==> src/rtl/dbus_initiator.sv <==
// Data-bus master: 2-deep request FIFO, one access in flight, local error responses.
// Optional DBUS_ALIGN_CHECK_EN rejects misaligned addresses instead of masking addr[1:0].
module dbus_initiator #(
  parameter int unsigned READ_LATENCY = 1,
  parameter logic [31:0] VALID = 32'h0000_0800,
  parameter logic [31:0] HEX   = 32'hF000_0000,
  parameter logic [31:0] LEDR  = 32'hF000_0004,
  parameter logic [31:0] LEDG  = 32'hF000_0008,
  parameter logic [31:0] KEY   = 32'hF000_0010,
  parameter logic [31:0] SW    = 32'hF000_0014
) (
  input  logic        clk,
  input  logic        reset,
  input  logic        req_valid,
  output logic        req_ready,
  input  logic        req_wr,
  input  logic [31:0] req_addr,
  input  logic [31:0] req_wdata,
  output logic        rsp_valid,
  input  logic        rsp_ready,
  output logic [31:0] rsp_rdata,
  output logic        rsp_err,
  output logic [31:0] dbus_addr,
  output logic        dbus_wren,
  output logic [31:0] dbus_wdata,
  input  logic [31:0] dbus_in
);

  typedef enum logic [1:0] {IDLE, ISSUE, WAIT, RESP} state_t;

  // ISSUE plus the WAIT cycles must total READ_LATENCY address cycles.
  localparam logic [1:0] WAIT_INIT = (READ_LATENCY > 1) ? 2'(READ_LATENCY - 2) : 2'd0;

  state_t      state;
  logic [1:0]  wait_cnt;

  logic        wr_q    [2];
  logic [31:0] addr_q  [2];
  logic [31:0] wdata_q [2];
  logic        wr_ptr;
  logic        rd_ptr;
  logic [1:0]  count;
  logic        push;
  logic        pop;

  logic        head_wr;
  logic [31:0] head_addr;
  logic [31:0] head_wdata;
  logic [31:0] bus_addr;
  logic        aligned;
  logic        legal;

  assign req_ready = (count != 2'd2);
  assign push      = req_valid && req_ready;
  assign pop       = (state == IDLE) && (count != 2'd0);

  always_ff @(posedge clk) begin
    if (push) begin
      wr_q[wr_ptr]    <= req_wr;
      addr_q[wr_ptr]  <= req_addr;
      wdata_q[wr_ptr] <= req_wdata;
    end
  end

  always_ff @(posedge clk) begin
    if (reset) begin
      wr_ptr <= 1'b0;
      rd_ptr <= 1'b0;
      count  <= 2'd0;
    end else begin
      if (push) wr_ptr <= ~wr_ptr;
      if (pop)  rd_ptr <= ~rd_ptr;
      case ({push, pop})
        2'b10:   count <= count + 2'd1;
        2'b01:   count <= count - 2'd1;
        default: count <= count;
      endcase
    end
  end

  always_comb begin
    head_wr    = wr_q[rd_ptr];
    head_addr  = addr_q[rd_ptr];
    head_wdata = wdata_q[rd_ptr];
`ifdef DBUS_ALIGN_CHECK_EN
    aligned  = (head_addr[1:0] == 2'b00);
    bus_addr = head_addr;
`else
    aligned  = 1'b1;
    bus_addr = head_addr & 32'hFFFF_FFFC;
`endif
    legal = 1'b0;
    if (aligned) begin
      if (bus_addr < VALID)
        legal = 1'b1;
      else if (head_wr)
        legal = (bus_addr == HEX) || (bus_addr == LEDR) || (bus_addr == LEDG);
      else
        legal = (bus_addr == KEY) || (bus_addr == SW);
    end
  end

  always_ff @(posedge clk) begin
    if (reset) begin
      state      <= IDLE;
      wait_cnt   <= 2'd0;
      rsp_valid  <= 1'b0;
      rsp_rdata  <= '0;
      rsp_err    <= 1'b0;
      dbus_addr  <= '0;
      dbus_wren  <= 1'b0;
      dbus_wdata <= '0;
    end else begin
      case (state)
        IDLE: begin
          if (count != 2'd0) begin
            if (legal) begin
              dbus_addr  <= bus_addr;
              dbus_wren  <= head_wr;
              dbus_wdata <= head_wr ? head_wdata : '0;
              state      <= ISSUE;
            end else begin
              rsp_err   <= 1'b1;
              rsp_rdata <= '0;
              rsp_valid <= 1'b1;
              state     <= RESP;
            end
          end
        end
        ISSUE: begin
          if (dbus_wren) begin
            dbus_wren  <= 1'b0;
            dbus_addr  <= '0;
            dbus_wdata <= '0;
            rsp_err    <= 1'b0;
            rsp_rdata  <= '0;
            rsp_valid  <= 1'b1;
            state      <= RESP;
          end else if (READ_LATENCY == 1) begin
            rsp_rdata <= dbus_in;
            rsp_err   <= 1'b0;
            dbus_addr <= '0;
            rsp_valid <= 1'b1;
            state     <= RESP;
          end else begin
            wait_cnt <= WAIT_INIT;
            state    <= WAIT;
          end
        end
        WAIT: begin
          if (wait_cnt == 2'd0) begin
            rsp_rdata <= dbus_in;
            rsp_err   <= 1'b0;
            dbus_addr <= '0;
            rsp_valid <= 1'b1;
            state     <= RESP;
          end else begin
            wait_cnt <= wait_cnt - 2'd1;
          end
        end
        RESP: begin
          if (rsp_ready) begin
            rsp_valid <= 1'b0;
            rsp_err   <= 1'b0;
            rsp_rdata <= '0;
            state     <= IDLE;
          end
        end
        default: state <= IDLE;
      endcase
    end
  end

endmodule

==> config.mk <==
export PLATFORM = sky130hd
export DESIGN_NAME = dbus_initiator
export DESIGN_NICKNAME = d
export VERILOG_FILES = /design/src/rtl/dbus_initiator.sv
export SDC_FILE = /design/constraint.sdc
export NUM_CORES = 1
export LEC_CHECK = 0
export ABC_AREA = 1
export ABC_CLOCK_PERIOD_IN_PS = 10600
export CAP_MARGIN = 40
export CORE_AREA = 2 2 188 190
export CTS_CLUSTER_DIAMETER = 100
export DETAILED_ROUTE_END_ITERATION = 7
export DIE_AREA = 0 0 190 192
export GPL_TIMING_DRIVEN = 0
export PLACE_DENSITY = 0.52
export SYNTH_ARGS = -nofsm -noshare
export SYNTH_HDL_FRONTEND = slang
export SYNTH_SLANG_ARGS = --single-unit
==> constraint.sdc <==
create_clock -name clk -period 10.6 [get_ports clk]
set_input_delay 2.12 -clock clk [delete_from_list [all_inputs] [get_ports clk]]
set_output_delay 2.12 -clock clk [all_outputs]
set_load 0.02 [all_outputs]
==> impl_metrics.ini <==
[status]
status = finished, final reports clean

[clocking]
clock_latency_ps = 520
path_clk_slew_ps = 60
cts.sinks = 232
cts_root_buffer = clkbuf_16
cts_made_buffers = 27
cts_max_level = 1
cts_buffer_depth = 3
cts_tree = done
hold_buffers = 0
post_cts_resized = 0
cts_setup_buffers = 0

[critical_path]
reg2reg_depth = 9
crit_arrival_ps = 1790
crit_fanout = 7
crit_required_ps = 8480
critical_path_class = flip-flop to output pin
cp-start-kind = flip-flop
end_kind = output pin

[finish]
drive_gt1_share_pct = 6.49
area_delta_synth_final_pct = 37.6
fin_area_um2 = 13200
antennaDiodeCount = 0
regArea_um2 = 5910
fin_cells = 1796
fillers = 3497
multiInputGateArea_um2 = 3000
nNetsFinal = 1429

[placed_design]
place_inst = 1747
place_area_um2 = 12200
hpwl_um = 19000
port-buffer-count = 195
gp_congestion = 0.796

[global_routing]
track_usage_pct = 14.3
grt_pass1_vias = 7325
grt_first_pass_wirelength_um = 40700
grt_max_degree = 28
grt_overflow = 0
antenna_found_initial = 1

[routing]
via_per_inst = 4.21
num_vias = 7567
drc = 0
routedWlPerCell_um = 14.7
postRouteWirelength_um = 26400
drtPass1Iterations = 5
drtIter0Drc = 396
ant_nets = 0

[timing]
skew_ps = 9.26
clock.fmax_ghz = 0.255
finalCritPeriodShare_pct = 36.9
fin_crit_ps = 3910
drv_slew = 0
tns_ps = 0
setup_viol = 0
worst_slew_pin_slew_ps = 813
rsz0062_at_grt = no
relSlewSlack_pct = 45.8
hold_viol = 0
whs_ps = 457

[pwr]
ir_drop_uv = 138
p_leak_nw = 5.46
power.density_nw_per_um2 = 331

[yosys]
synth_cells = 1092
yosysUniqueCellTypes = 30
syn_area_um2 = 9580
yosysSeqAreaShare_pct = 61.6
avgSynthCellArea_um2 = 8.77
synth_seq_cells = 232
yosys_warnings = 0

[floorplanning]
initial_core_util_pct = 27.9
dieArea_um2 = 36500
num_rows = 68
chipHeight_um = 192
dieWidth_um = 190
io_pins = 201
coreArea_um2 = 34300

[job]
cap_violations = 0

[hold_path]
hold_class = flip-flop to flip-flop
worstHoldPathCells = 1
[kinds of logic after synthesis]
logic type	synth area share, %
buffers and inverters	7.26
DFF	61.6
other	0.0391
AOI/OAI and AO/OA	4.15
adders and majority gates	0.914
and+or+nand+nor	25.8
muxes	0.209
[cell type report]
class                           instances  area share, %
Buffer                                 64           2.63
Clock buffer                           32           5.42
Clock inverter                         17           2.00
Inverter                               93           2.65
Multi-Input combinational cell        704           22.7
Sequential cell                       232           44.8
Tap cell                              455           4.32
Timing Repair Buffer                  199           15.4
[layout by cell type, fill, tap and decap left out, types with 2 or more instances in the layout]
master           count
inv_1               90
or2_1                2
nand2_2              2
buf_6                9
a21oi_1             35
inv_2                3
ha_1                 7
clkbuf_1            37
o21ai_0             39
and2_1               3
dfxtp_1            106
nor2_1             203
clkinv_2             7
buf_12               4
nor2_4               2
clkbuf_16           27
buf_4                7
clkdlybuf4s50_1    195
o21ai_1              4
nand3_1             35
clkinvlp_4           2
nand2_1            333
bufinv_16            7
buf_2               10
buf_1                4
edfxtp_1           126
nor3_1               2
nand4_1             26
mux2i_1              2
clkbuf_8             2
conb_1               2
[state kept, by name (all words and copies together) (netlist names), named ones only]
signal,flops
rsp_rdata,32
rsp_err,1
count,2
wr_ptr,1
dbus_addr,30
rsp_valid,1
wait_cnt,2
dbus_wren,1
wr_q,2
state,2
dbus_wdata,32
addr_q,60
rd_ptr,1
wdata_q,64
[per-stage QoR]
stage          setup slack (ps)  util [%]  power [mW]
2_1_floorplan              5240         -        2.61
3_3_place_gp               2780      35.3        3.37
3_5_place_dp               6640      35.6        3.39
4_1_cts                    6670      38.4        4.42
5_1_grt                    6590      38.4        4.70
6_report                   6690      38.4        4.36
[power breakdown]
| part | switching, mW | total [mW] | internal [mW] |
|---|---|---|---|
| clock network | 0.369 | 1.02 | 0.649 |
| registers | 0.119 | 1.33 | 1.21 |
| logic | 1.26 | 2.01 | 0.747 |
| total | 1.75 | 4.36 | 2.61 |
[critical path: stages (launching register included)]
cell and delay, ps:
dfxtp_1 430, inv_1 60, nand2_1 110, clkdlybuf4s50_1 670
[synth_stat cells]
cell type	n	share of area [%]
or2_2	1	0.065
nand3b_1	1	0.078
nand4_1	26	1.7
buf_1	4	0.16
mux2i_1	2	0.21
nand2_1	333	13
nand2_2	2	0.13
o21ai_0	39	2.0
nand3_1	35	1.8
inv_1	90	3.5
nor2_1	205	8.0
nor2_2	1	0.065
dfxtp_1	106	22
inv_2	3	0.12
buf_6	9	1.1
nand3_4	1	0.18
nand2_4	1	0.12
ha_1	7	0.91
clkbuf_1	34	1.3
or2_1	2	0.13
nand3_2	1	0.10
o211ai_1	1	0.078
edfxtp_1	126	39
conb_1	1	0.039
nor3_1	2	0.10
buf_4	7	0.55
and2_1	3	0.20
buf_2	10	0.52
a21oi_1	35	1.8
o21ai_1	4	0.21
[final timing paths]
path | startpoint | endpoint | slack (ps)
min | rd_ptr | flip-flop | 460
max reg2reg | state[0] | dbus_wdata[13] | 8050
max | count[0] | req_ready | 6690
min reg2reg | rd_ptr | flip-flop | 460
[layer usage]
metal | GRT usage, % | part of all wire [%]
met2 | 24.2 | 46
met3 | 2.65 | 6.1
met5 | 0 | 0.045
met1 | 18.8 | 46
met4 | 3.82 | 1.9
No activity file was read; power rests on OpenSTA's default activity.
